File: src/rtl/snn_pkg.sv
// Shared types and arithmetic helpers for the time-multiplexed LIF dense layer.
//   state_t : controller FSM states
//   acc_w   : membrane/accumulator width derived from weight width and fan-in
//   sat_add : signed add clamped to a w-bit two's-complement range
package snn_pkg;

  typedef enum logic [1:0] {S_IDLE, S_ACCUM, S_FIRE, S_OUT} state_t;

  function automatic int acc_w(input int width, input int in_size);
    return width + $clog2(in_size + 1) + 2;
  endfunction

  // Operands are sign-extended to 64 bits, so the raw sum cannot overflow for
  // any realistic w; the clamp then maps it back into the w-bit range.
  function automatic longint sat_add(input longint a, input longint b, input int w);
    longint hi, lo, s;
    hi = (longint'(1) <<< (w - 1)) - 1;
    lo = -hi - 1;
    s  = a + b;
    if (s > hi) s = hi;
    else if (s < lo) s = lo;
    return s;
  endfunction

endpackage

File: src/rtl/snn_dense_layer_tm_if.sv
// Spike-vector handshake bundle for one dense layer.
//   in_valid/in_ready/in_spikes/layer_clear : upstream timestep channel
//   out_valid/out_ready/out_spikes          : downstream spike channel
//   layer_done                              : pulse on output handshake
// master = upstream/downstream side, slave = the layer itself.
interface snn_dense_layer_tm_if #(
  parameter int NEURON_NB = 4,
  parameter int IN_SIZE   = 4
);
  logic                 in_valid;
  logic                 in_ready;
  logic [IN_SIZE-1:0]   in_spikes;
  logic                 layer_clear;
  logic                 out_valid;
  logic                 out_ready;
  logic [NEURON_NB-1:0] out_spikes;
  logic                 layer_done;

  modport master (
    output in_valid, in_spikes, layer_clear, out_ready,
    input  in_ready, out_valid, out_spikes, layer_done
  );

  modport slave (
    input  in_valid, in_spikes, layer_clear, out_ready,
    output in_ready, out_valid, out_spikes, layer_done
  );
endinterface

File: src/rtl/snn_lif_unit.sv
// One leaky integrate-and-fire neuron: accumulator, persistent membrane, fire.
//   load   : start of timestep, acc <= sat(leak(v') + bias), v' = 0 if clear
//   clear  : zero the membrane
//   add_en : acc <= sat(acc + weight) (current input spiked)
//   fire   : compare against THRESH, register spike, update membrane
//   spike  : registered fire decision, held until the next fire
module snn_lif_unit
  import snn_pkg::*;
#(
  parameter int WIDTH      = 4,
  parameter int ACC_W      = 9,
  parameter int THRESH     = 8,
  parameter int LEAK_SHIFT = 0,
  parameter int RESET_MODE = 0
) (
  input  logic                    clk,
  input  logic                    rst,
  input  logic                    load,
  input  logic                    clear,
  input  logic                    add_en,
  input  logic signed [WIDTH-1:0] weight,
  input  logic signed [WIDTH-1:0] bias,
  input  logic                    fire,
  output logic                    spike
);

  localparam logic signed [ACC_W-1:0] TH = ACC_W'(THRESH);

  logic signed [ACC_W-1:0] acc, v, v_src, v_lk;
  logic                    fires;

  // v - (v >>> s) lies between 0 and v, so the leak step itself never
  // overflows; only the bias add needs clamping.
  always_comb begin
    v_src = clear ? '0 : v;
    v_lk  = (LEAK_SHIFT == 0) ? v_src : v_src - (v_src >>> LEAK_SHIFT);
    fires = (acc >= TH);
  end

  always_ff @(posedge clk or posedge rst) begin
    if (rst) begin
      acc   <= '0;
      v     <= '0;
      spike <= 1'b0;
    end else begin
      if (load)
        acc <= ACC_W'(sat_add(longint'(v_lk), longint'(bias), ACC_W));
      else if (add_en)
        acc <= ACC_W'(sat_add(longint'(acc), longint'(weight), ACC_W));

      if (clear)
        v <= '0;
      else if (fire) begin
        spike <= fires;
        // acc >= TH > 0 when firing, so acc - TH stays in range
        v <= fires ? ((RESET_MODE != 0) ? acc - TH : '0) : acc;
      end
    end
  end

endmodule

File: src/rtl/snn_dense_layer_tm.sv
// Time-multiplexed binary-spike dense layer of NEURON_NB LIF neurons.
// Each timestep: bias/leak load (IDLE accept), IN_SIZE serial accumulate
// cycles, one fire cycle, then the spike vector is held on the output
// channel until accepted.
//   clk, reset : clock, asynchronous active-high reset
//   bus        : handshake bundle (slave side)
//   weights    : neuron n, input i at [(n*IN_SIZE+i)*WIDTH +: WIDTH], signed
//   biases     : neuron n at [n*WIDTH +: WIDTH], signed
module snn_dense_layer_tm
  import snn_pkg::*;
#(
  parameter int NEURON_NB  = 4,
  parameter int IN_SIZE    = 4,
  parameter int WIDTH      = 4,
  parameter int THRESH     = 8,
  parameter int LEAK_SHIFT = 0,
  parameter int RESET_MODE = 0,
  parameter int ACC_W      = acc_w(WIDTH, IN_SIZE)
) (
  input logic                                clk,
  input logic                                reset,
  snn_dense_layer_tm_if.slave                bus,
  input logic [NEURON_NB*IN_SIZE*WIDTH-1:0]  weights,
  input logic [NEURON_NB*WIDTH-1:0]          biases
);

  localparam int IDX_W = (IN_SIZE > 1) ? $clog2(IN_SIZE) : 1;

  state_t               state, state_nx;
  logic [IDX_W-1:0]     idx;
  logic [IN_SIZE-1:0]   spk_lat;
  logic [NEURON_NB-1:0] spk_vec;
  logic                 accept, last_idx, clear, add_en, fire;

  assign accept   = (state == S_IDLE) && bus.in_valid;
  assign clear    = (state == S_IDLE) && bus.layer_clear;
  assign last_idx = (idx == IDX_W'(IN_SIZE - 1));
  assign add_en   = (state == S_ACCUM) && spk_lat[idx];
  assign fire     = (state == S_FIRE);

  assign bus.in_ready   = (state == S_IDLE);
  assign bus.out_valid  = (state == S_OUT);
  assign bus.layer_done = (state == S_OUT) && bus.out_ready;
  assign bus.out_spikes = spk_vec;

  always_ff @(posedge clk or posedge reset) begin
    if (reset) begin
      state   <= S_IDLE;
      idx     <= '0;
      spk_lat <= '0;
    end else begin
      state <= state_nx;
      if (accept) begin
        spk_lat <= bus.in_spikes;
        idx     <= '0;
      end else if (state == S_ACCUM) begin
        idx <= last_idx ? '0 : idx + IDX_W'(1);
      end
    end
  end

  // ACCUM always runs IN_SIZE cycles regardless of spike density, so the
  // timestep period is fixed.
  always_comb begin
    state_nx = state;
    case (state)
      S_IDLE:  if (bus.in_valid)  state_nx = S_ACCUM;
      S_ACCUM: if (last_idx)      state_nx = S_FIRE;
      S_FIRE:                     state_nx = S_OUT;
      S_OUT:   if (bus.out_ready) state_nx = S_IDLE;
      default:                    state_nx = S_IDLE;
    endcase
  end

  for (genvar n = 0; n < NEURON_NB; n++) begin : g_lane
    logic [IN_SIZE-1:0][WIDTH-1:0] w_row;
    assign w_row = weights[n*IN_SIZE*WIDTH +: IN_SIZE*WIDTH];

    snn_lif_unit #(
      .WIDTH(WIDTH), .ACC_W(ACC_W), .THRESH(THRESH),
      .LEAK_SHIFT(LEAK_SHIFT), .RESET_MODE(RESET_MODE)
    ) u_lif (
      .clk(clk), .rst(reset), .load(accept), .clear(clear), .add_en(add_en),
      .weight(w_row[idx]), .bias(biases[n*WIDTH +: WIDTH]),
      .fire(fire), .spike(spk_vec[n])
    );
  end

endmodule

File: src/flat_wrapper.sv
// flat-port wrapper written by rule: the top's interface ports become plain ports
module snn_dense_layer_tm_flat import snn_pkg::*;
#(
  parameter int NEURON_NB  = 4,
  parameter int IN_SIZE    = 4,
  parameter int WIDTH      = 4,
  parameter int THRESH     = 8,
  parameter int LEAK_SHIFT = 0,
  parameter int RESET_MODE = 0,
  parameter int ACC_W      = acc_w(WIDTH, IN_SIZE)
)
  (clk, reset, weights, biases, bus_in_valid, bus_in_spikes, bus_layer_clear, bus_out_ready, bus_in_ready, bus_out_valid, bus_out_spikes, bus_layer_done);
  snn_dense_layer_tm_if #(.NEURON_NB(NEURON_NB), .IN_SIZE(IN_SIZE)) bus_i ();
  input logic clk;
  input logic reset;
  input logic [NEURON_NB*IN_SIZE*WIDTH-1:0] weights;
  input logic [NEURON_NB*WIDTH-1:0] biases;
  input wire logic [$bits(bus_i.in_valid)-1:0] bus_in_valid;
  input wire logic [$bits(bus_i.in_spikes)-1:0] bus_in_spikes;
  input wire logic [$bits(bus_i.layer_clear)-1:0] bus_layer_clear;
  input wire logic [$bits(bus_i.out_ready)-1:0] bus_out_ready;
  output wire logic [$bits(bus_i.in_ready)-1:0] bus_in_ready;
  output wire logic [$bits(bus_i.out_valid)-1:0] bus_out_valid;
  output wire logic [$bits(bus_i.out_spikes)-1:0] bus_out_spikes;
  output wire logic [$bits(bus_i.layer_done)-1:0] bus_layer_done;
  assign bus_i.in_valid = bus_in_valid;
  assign bus_i.in_spikes = bus_in_spikes;
  assign bus_i.layer_clear = bus_layer_clear;
  assign bus_i.out_ready = bus_out_ready;
  assign bus_in_ready = bus_i.in_ready;
  assign bus_out_valid = bus_i.out_valid;
  assign bus_out_spikes = bus_i.out_spikes;
  assign bus_layer_done = bus_i.layer_done;
  snn_dense_layer_tm #(.NEURON_NB(NEURON_NB), .IN_SIZE(IN_SIZE), .WIDTH(WIDTH), .THRESH(THRESH), .LEAK_SHIFT(LEAK_SHIFT), .RESET_MODE(RESET_MODE), .ACC_W(ACC_W)) u_core (.clk(clk), .reset(reset), .bus(bus_i), .weights(weights), .biases(biases));
endmodule
File: config.mk
export PLATFORM = sky130hd
export DESIGN_NAME = snn_dense_layer_tm_flat
export DESIGN_NICKNAME = d
export VERILOG_FILES = /design/src/rtl/snn_pkg.sv /design/src/rtl/snn_dense_layer_tm_if.sv /design/src/rtl/snn_lif_unit.sv /design/src/rtl/snn_dense_layer_tm.sv /design/src/flat_wrapper.sv
export SDC_FILE = /design/constraint.sdc
export NUM_CORES = 1
export LEC_CHECK = 0
export CORE_ASPECT_RATIO = 0.7
export CORE_MARGIN = 1.5
export CORE_UTILIZATION = 55
export CTS_CLUSTER_DIAMETER = 80
export DETAILED_ROUTE_END_ITERATION = 7
export PLACE_DENSITY = 0.79
export SYNTH_ARGS = -nofsm -noshare
export SYNTH_HDL_FRONTEND = slang
export SYNTH_SLANG_ARGS = --single-unit
File: constraint.sdc
create_clock -name clk -period 4.37 [get_ports clk]
set_clock_uncertainty 0.1 [all_clocks]
set_input_delay 1.311 -clock clk [delete_from_list [all_inputs] [get_ports clk]]
set_output_delay 1.311 -clock clk [all_outputs]
set_load 0.02 [all_outputs]
# After elaboration in Yosys (flattened, before gate mapping)
# Cells that the tools add are included.
# classes
addsub	9
n_mul	0
n_div	0
magnitude_cmp	21
n_eq_ne	7
shift	0
n_mux	57
n_bitwise	1
reduce_logical	10
# ops
cell	n
$mux 9	40
$add 9x4->10	8
$gt 10x9->1 const B	8
$lt 10x9->1 const B	8
$ge 9x5->1 const B	4
$bmux 4 s2	4
$mux 4	4
$mux 2	6
$pmux 2 s4	1
$eq 2x2->1 const B	3
$reduce_bool 2->1	3
$logic_and 1x1->1	4
$ne 2x2->1 const B	2
$lt 2x3->1 const B	1
$reduce_and 3->1	1
$add 2x1->2 const B	1
$bmux 1 s2	1
$eq 2x1->1 const B	1
$logic_not 2->1	1
$ne 2x1->1 const B	1
$reduce_and 2->1	1
$mux 1	1
$not 1->1	1
# word_totals
reg_bits	84
latchBits	0
ram_bits	0
romBits	0
input_bits	89
elab_cells	120
n_memories	0

# Logic depth before layout (Yosys ltp)
# logic_depth
depth_word	8
mapped_depth	15

# By module
# A second synthesis with hierarchy kept.
# hier_totals
cells_unflattened	888
area_unflattened_um2	7968.9
# modules_own_cells
module	instances	cells_each	area_each_um2	seq_area_each_um2
snn_lif_unit (u_core.g_lane[0].u_lif ...)	3	211	1786.7	475.5
snn_lif_unit (u_core.g_lane[1].u_lif)	1	195	1736.7	475.5
snn_dense_layer_tm	1	60	872.1	200.2

# Least setup slack after synthesis
# Ideal clock, no wire load.
# synth_path
path_kind	input to register
from	input bus_layer_clear
to	register u_core.g_lane[3].u_lif.acc[0]
setup_ns	0.125
t_arrival_ns	3.848
t_required_ns	4.145
setup_slack_ns	0.297
path_stages	12
path_buffers	1
cell_sequence	nand2_1 > clkbuf_1 > and2_1 > ha_1 > fa_1 > a211oi_1 > o21ai_0 > a31oi_1 > xor2_1 > o21ai_1 > nor2_1 > a2111oi_0
# synth_between
elab_chain_cells	7
word_cells_on_any_way	8
cone_classes	add/sub: 1; order compare: 2; mux: 4; reduce/logical: 1
# synth_lines
item	line_no	source
start, declared	flat_wrapper.sv:20	input wire logic [$bits(bus_i.layer_clear)-1:0] bus_layer_clear;
$logic_and 1x1->1 (*)	snn_dense_layer_tm.sv:36	assign clear = (state == S_IDLE) && bus.layer_clear;
$mux 9 (*)	snn_lif_unit.sv:35	v_src = clear ? '0 : v;
$add 9x4->10 (*)	snn_pkg.sv:19	s = a + b;
$lt 10x9->1	snn_pkg.sv:21	else if (s < lo) s = lo;
$mux 9	snn_pkg.sv:21	
$mux 9 (*)	snn_pkg.sv:20	if (s > hi) s = hi;
$mux 9 (*)	snn_lif_unit.sv:46	if (load)
end signal, assigned	snn_lif_unit.sv:47	acc <= ACC_W'(sat_add(longint'(v_lk), longint'(bias), ACC_W));
end signal, assigned	snn_lif_unit.sv:49	acc <= ACC_W'(sat_add(longint'(acc), longint'(weight), ACC_W));
end, declared	snn_lif_unit.sv:29	logic signed [ACC_W-1:0] acc, v, v_src, v_lk;
# Every way passes the cells marked *; elsewhere a longest branch is shown, timed or not.
# A chain may end at the register's enable or synchronous reset.

# Worst setup path after layout
# layout_path
from	input bus_layer_clear
to	register u_core.g_lane[0].u_lif.acc[0]
# layout_between
elab_chain_cells	7
word_cells_on_any_way	8
cone_classes	add/sub: 1; order compare: 2; mux: 4; reduce/logical: 1
# layout_lines
item	line_no
$logic_and 1x1->1 (*)	snn_dense_layer_tm.sv:36
$mux 9 (*)	snn_lif_unit.sv:35
$add 9x4->10 (*)	snn_pkg.sv:19
$lt 10x9->1	snn_pkg.sv:21
$mux 9	snn_pkg.sv:21
$mux 9 (*)	snn_pkg.sv:20
$mux 9 (*)	snn_lif_unit.sv:46
end signal, assigned	snn_lif_unit.sv:47
end signal, assigned	snn_lif_unit.sv:49
end, declared	snn_lif_unit.sv:29
# Marks and branches as above.

==> key figures <==
Die
  – Core box area: 0.0139 mm²
  – Die Ht: 103 µm
  – Die width: 146 µm
  – Row count: 36
  – Ports: 96
  – Die area: 0.0150 mm²
  – Starting Density: 0.564

Timing
  – Fmax achieved: 236 MHz
  – Final hold viol count: 0
  – Final slew viol count: 0
  – Worst slew pin tran: 0.702 ns
  – Min Tclk post-route: 4.23 ns
  – Setup TNS: 0 ns
  – Fin crit share: 0.969
  – RSZ-0062 raised after global routing: no
  – Worst rel slew slack: 0.526
  – Final Setup Violations: 0

Worst setup path
  – CP required: 4.50 ns
  – Critical Path Max Stage Delay: 0.51 ns
  – Worst setup EP type: flip-flop
  – Crit path kind: input pin to flip-flop
  – Crit path to: u_core.g_lane[0].u_lif.acc[0]
  – Levels on crit path: 13
  – Register-to-Register Path Depth: 11
  – CP arrival: 4.36 ns
  – R2R Path Start: u_core.idx[0]
  – CP startpoint kind: input pin
  – FF-to-FF setup slack: 0.65 ns
  – Top delay family on crit path: compound AO/OA/AOI/OAI gates
  – WP buf/inv: 3
  – Reg2reg end: u_core.g_lane[0].u_lif.acc[0]
  – Crit path max-delay cell type: clkdlybuf4s50_1
  – Crit Path Max Fanout: 22
  – Worst setup path start: bus_layer_clear
  – Critical path, cell by cell: clkdlybuf4s50_1 -> nand2_2 -> buf_6 -> and2_1 -> fa_1 -> a211oi_1 -> o21ai_0 -> a31oi_1 -> xor2_1 -> buf_4 -> nand2_1 -> o211a_1 -> a22o_1

Flow run
  – Max_cap viols: 0

Clocking
  – Root Buffer: clkbuf_16
  – H-tree depth: 3
  – CTS tree: built
  – CTS max path bufs: 2
  – TritonCTS Buffers: 9
  – Clk slew on worst S/H paths: 0.06 ns
  – Setup Fix Bufs, Post-CTS: 0
  – # clock sinks: 84
  – Insertion delay to the later sink of the worst-skew pair: 0.34 ns

Pwr
  – Leakage: 4.61 nW
  – Pwr/cell area: 867 mW/mm²
  – Total chip power: 8.79 mW
  – Peak supply drop: 0.000558 V

GRT
  – Antenna violations before repair: 0
  – Vias in the first global route: 7,332
  – GRT Total Usage: 0.316
  – GRT Residual Overflow: 0
  – Global-route wire length before repair: 37.5 mm
  – Largest net degree at the start of global routing: 39

Synthesis
  – FFs w/ async S/R, synth: 1.00
  – Top FF cell, synth: dfrtp_1
  – Net count after synthesis: 1,068
  – Post-Syn Area: 0.00785 mm²
  – Largest family of logic cells by synthesized area: compound AO/OA/AOI/OAI gates
  – Post-synthesis mux area share: 0.0620
  – Synth Instances: 893
  – Synth Area in XOR/XNOR: 0.0491
  – Sequential element share of the synthesized area: 0.268
  – Area share of fa/ha/maj cells after synthesis: 0.146
  – #FFs+latches synth: 84
  – YS warnings: 0
  – Simple-Gate Fraction of Synth Area: 0.168
  – Avg Synthesized Cell Area: 8.79 µm²
  – Synth Area in Compound Gates: 0.277
  – Number of synthesized flops with an enable pin: 0
  – Distinct cell type count of the synthesized netlist: 76

Finish
  – FF/Latch Area: 0.00210 mm²
  – Layout cells sized above 1: 0.156
  – Ant diodes: 0
  – Total Nets Final: 1,264
  – Final core occ: 0.729
  – Fillers: 1,031
  – Synth-to-layout area growth: 29.3%
  – Multi-input logic area: 0.00553 mm²
  – Layout Cells excl Fill: 1,284

Drt
  – Initial DRC Count: 718
  – Routed len/inst: 18.1 µm
  – Routed WL: 23.3 mm
  – DR pass1 iterations: 8
  – Avg Vias per Cell: 6.15
  – Routed Antenna Nets: 0
  – Via count: 7,896
  – # DRC: 0

Min path
  – Worst min-delay path startpoint: u_core.spk_lat[0]
  – Worst min path class: flip-flop to flip-flop

Place
  – Port Buffers: 95
  – Routability Congestion: 0.939
  – Dpl cells: 1,268
  – Final HPWL DP: 17.9 mm

Status
  – Status: complete, no violations
==> final cells by class <==
class | instances | area share
clock inverter | 5 | 0.00605
tap | 190 | 0.0234
sequential | 84 | 0.207
inverter | 27 | 0.0101
clock buffer | 11 | 0.0239
timing repair buffer | 214 | 0.183
multi-input combinational | 753 | 0.546
==> cell usage in the layout, fill, tap and decap left out, types with 5 or more instances in the layout <==
cell type / netlist / layout
buf_4: 5 / 117
nor2_1: 68 / 68
a22oi_1: 11 / 11
fa_1: 8 / 8
mux2i_1: 7 / 7
and2_1: 35 / 35
nand2b_1: 16 / 16
dfrtp_1: 84 / 84
nor3_1: 25 / 25
a22o_1: 18 / 18
or3_1: 5 / 5
o21a_1: 20 / 20
a221oi_1: 6 / 6
o21bai_1: 8 / 8
o21ai_0: 59 / 59
xnor2_1: 30 / 30
a2bb2oi_1: 5 / 5
nand3_1: 20 / 20
a211oi_1: 16 / 14
xor2_1: 14 / 14
inv_1: 27 / 26
clkdlybuf4s50_1: 0 / 95
nor2b_1: 5 / 5
ha_1: 78 / 78
and3_1: 7 / 7
nand2_1: 70 / 69
o22ai_1: 7 / 7
o221ai_1: 8 / 8
a21oi_1: 87 / 86
clkbuf_16: 0 / 9
mux4_2: 16 / 16
a21o_1: 23 / 23
==> worst min-delay path by stage <==
stage,to,cells after the start
floorplan,u_core.spk_lat[0],2
global placement,u_core.spk_lat[0],2
detailed placement,u_core.spk_lat[0],2
CTS,u_core.spk_lat[0],2
global route,u_core.spk_lat[0],2
finish,u_core.spk_lat[0],2
==> power breakdown <==
group	total (mW)	switching (mW)	internal, mW
logic	6.48	3.43	3.05
clock network	0.789	0.329	0.460
registers	1.52	0.379	1.14
total	8.79	4.13	4.66
==> routing by layer <==
| layer | vias up | track usage | part of all wire |
|---|---|---|---|
| met4 | 0 | 0.0738 | 0.013 |
| met1 | 3732 | 0.461 | 0.46 |
| met2 | 369 | 0.499 | 0.44 |
| met3 | 30 | 0.0482 | 0.088 |
| met5 | - | 0 | 0 |
| li1 | 3765 | - | - |
==> timing repair <==
action	4_1_cts	5_1_grt
hold buffers	0	0
resized for setup	0	11
setup endpoints to repair	0	22
==> stage by stage <==
stage          hold slack, ns  setup WS, ns  area, µm²
3_3_place_gp            0.353        -0.231       9800
3_5_place_dp            0.357        -0.287       9800
5_1_grt                 0.401        0.0138      10100
6_report                0.378         0.137      10100
2_1_floorplan           0.338         0.297       7850
4_1_cts                 0.372        0.0504      10100
==> cell families after synthesis <==
logic type      after synthesis
compound gates              323
xor+xnor                     44
fa+ha+maj                    87
buf+inv                      56
mux                          28
flops                        84
simple gates                271
==> synthesized netlist by cell type (all sizes together) (6+ instances only) <==
cell	n	area (µm²)
o21bai	8	60.1
nand2	70	263
fa	8	160
a21oi	87	435
and2	37	234
buf	9	62.6
a21o	24	181
nand2b	16	100
a221oi	6	52.6
clkbuf	20	75.1
o21a	20	150
nand3	20	100
nor3	25	125
o22ai	8	56.3
ha	78	976
a22oi	11	82.6
nor2	68	255
and3	7	43.8
xor2	14	123
mux4	16	360
dfrtp	84	2100
xnor2	30	263
o221ai	8	70.1
a211oi	16	120
a22o	18	158
o21ai	60	300
mux2i	7	70.1
inv	27	101
==> registers in the layout (all words and copies together), names as in the netlist <==
signal	cells
u_core.g_lane.u_lif.acc	36
u_core.g_lane.u_lif.v	36
u_core.g_lane.u_lif.spike	4
u_core.spk_lat	4
u_core.idx	2
u_core.state	2
==> worst register-to-register path: stages, from the launching register on <==
cell      delay, ns
dfrtp_1        0.59
buf_12         0.24
mux4_2         0.53
ha_1           0.22
fa_1           0.40
a211oi_1       0.29
or3_1          0.19
nor2_1         0.05
a311o_1        0.32
and2_4         0.18
o32a_1         0.29
a22o_1         0.21
No activity file was read; power rests on OpenSTA's default activity.
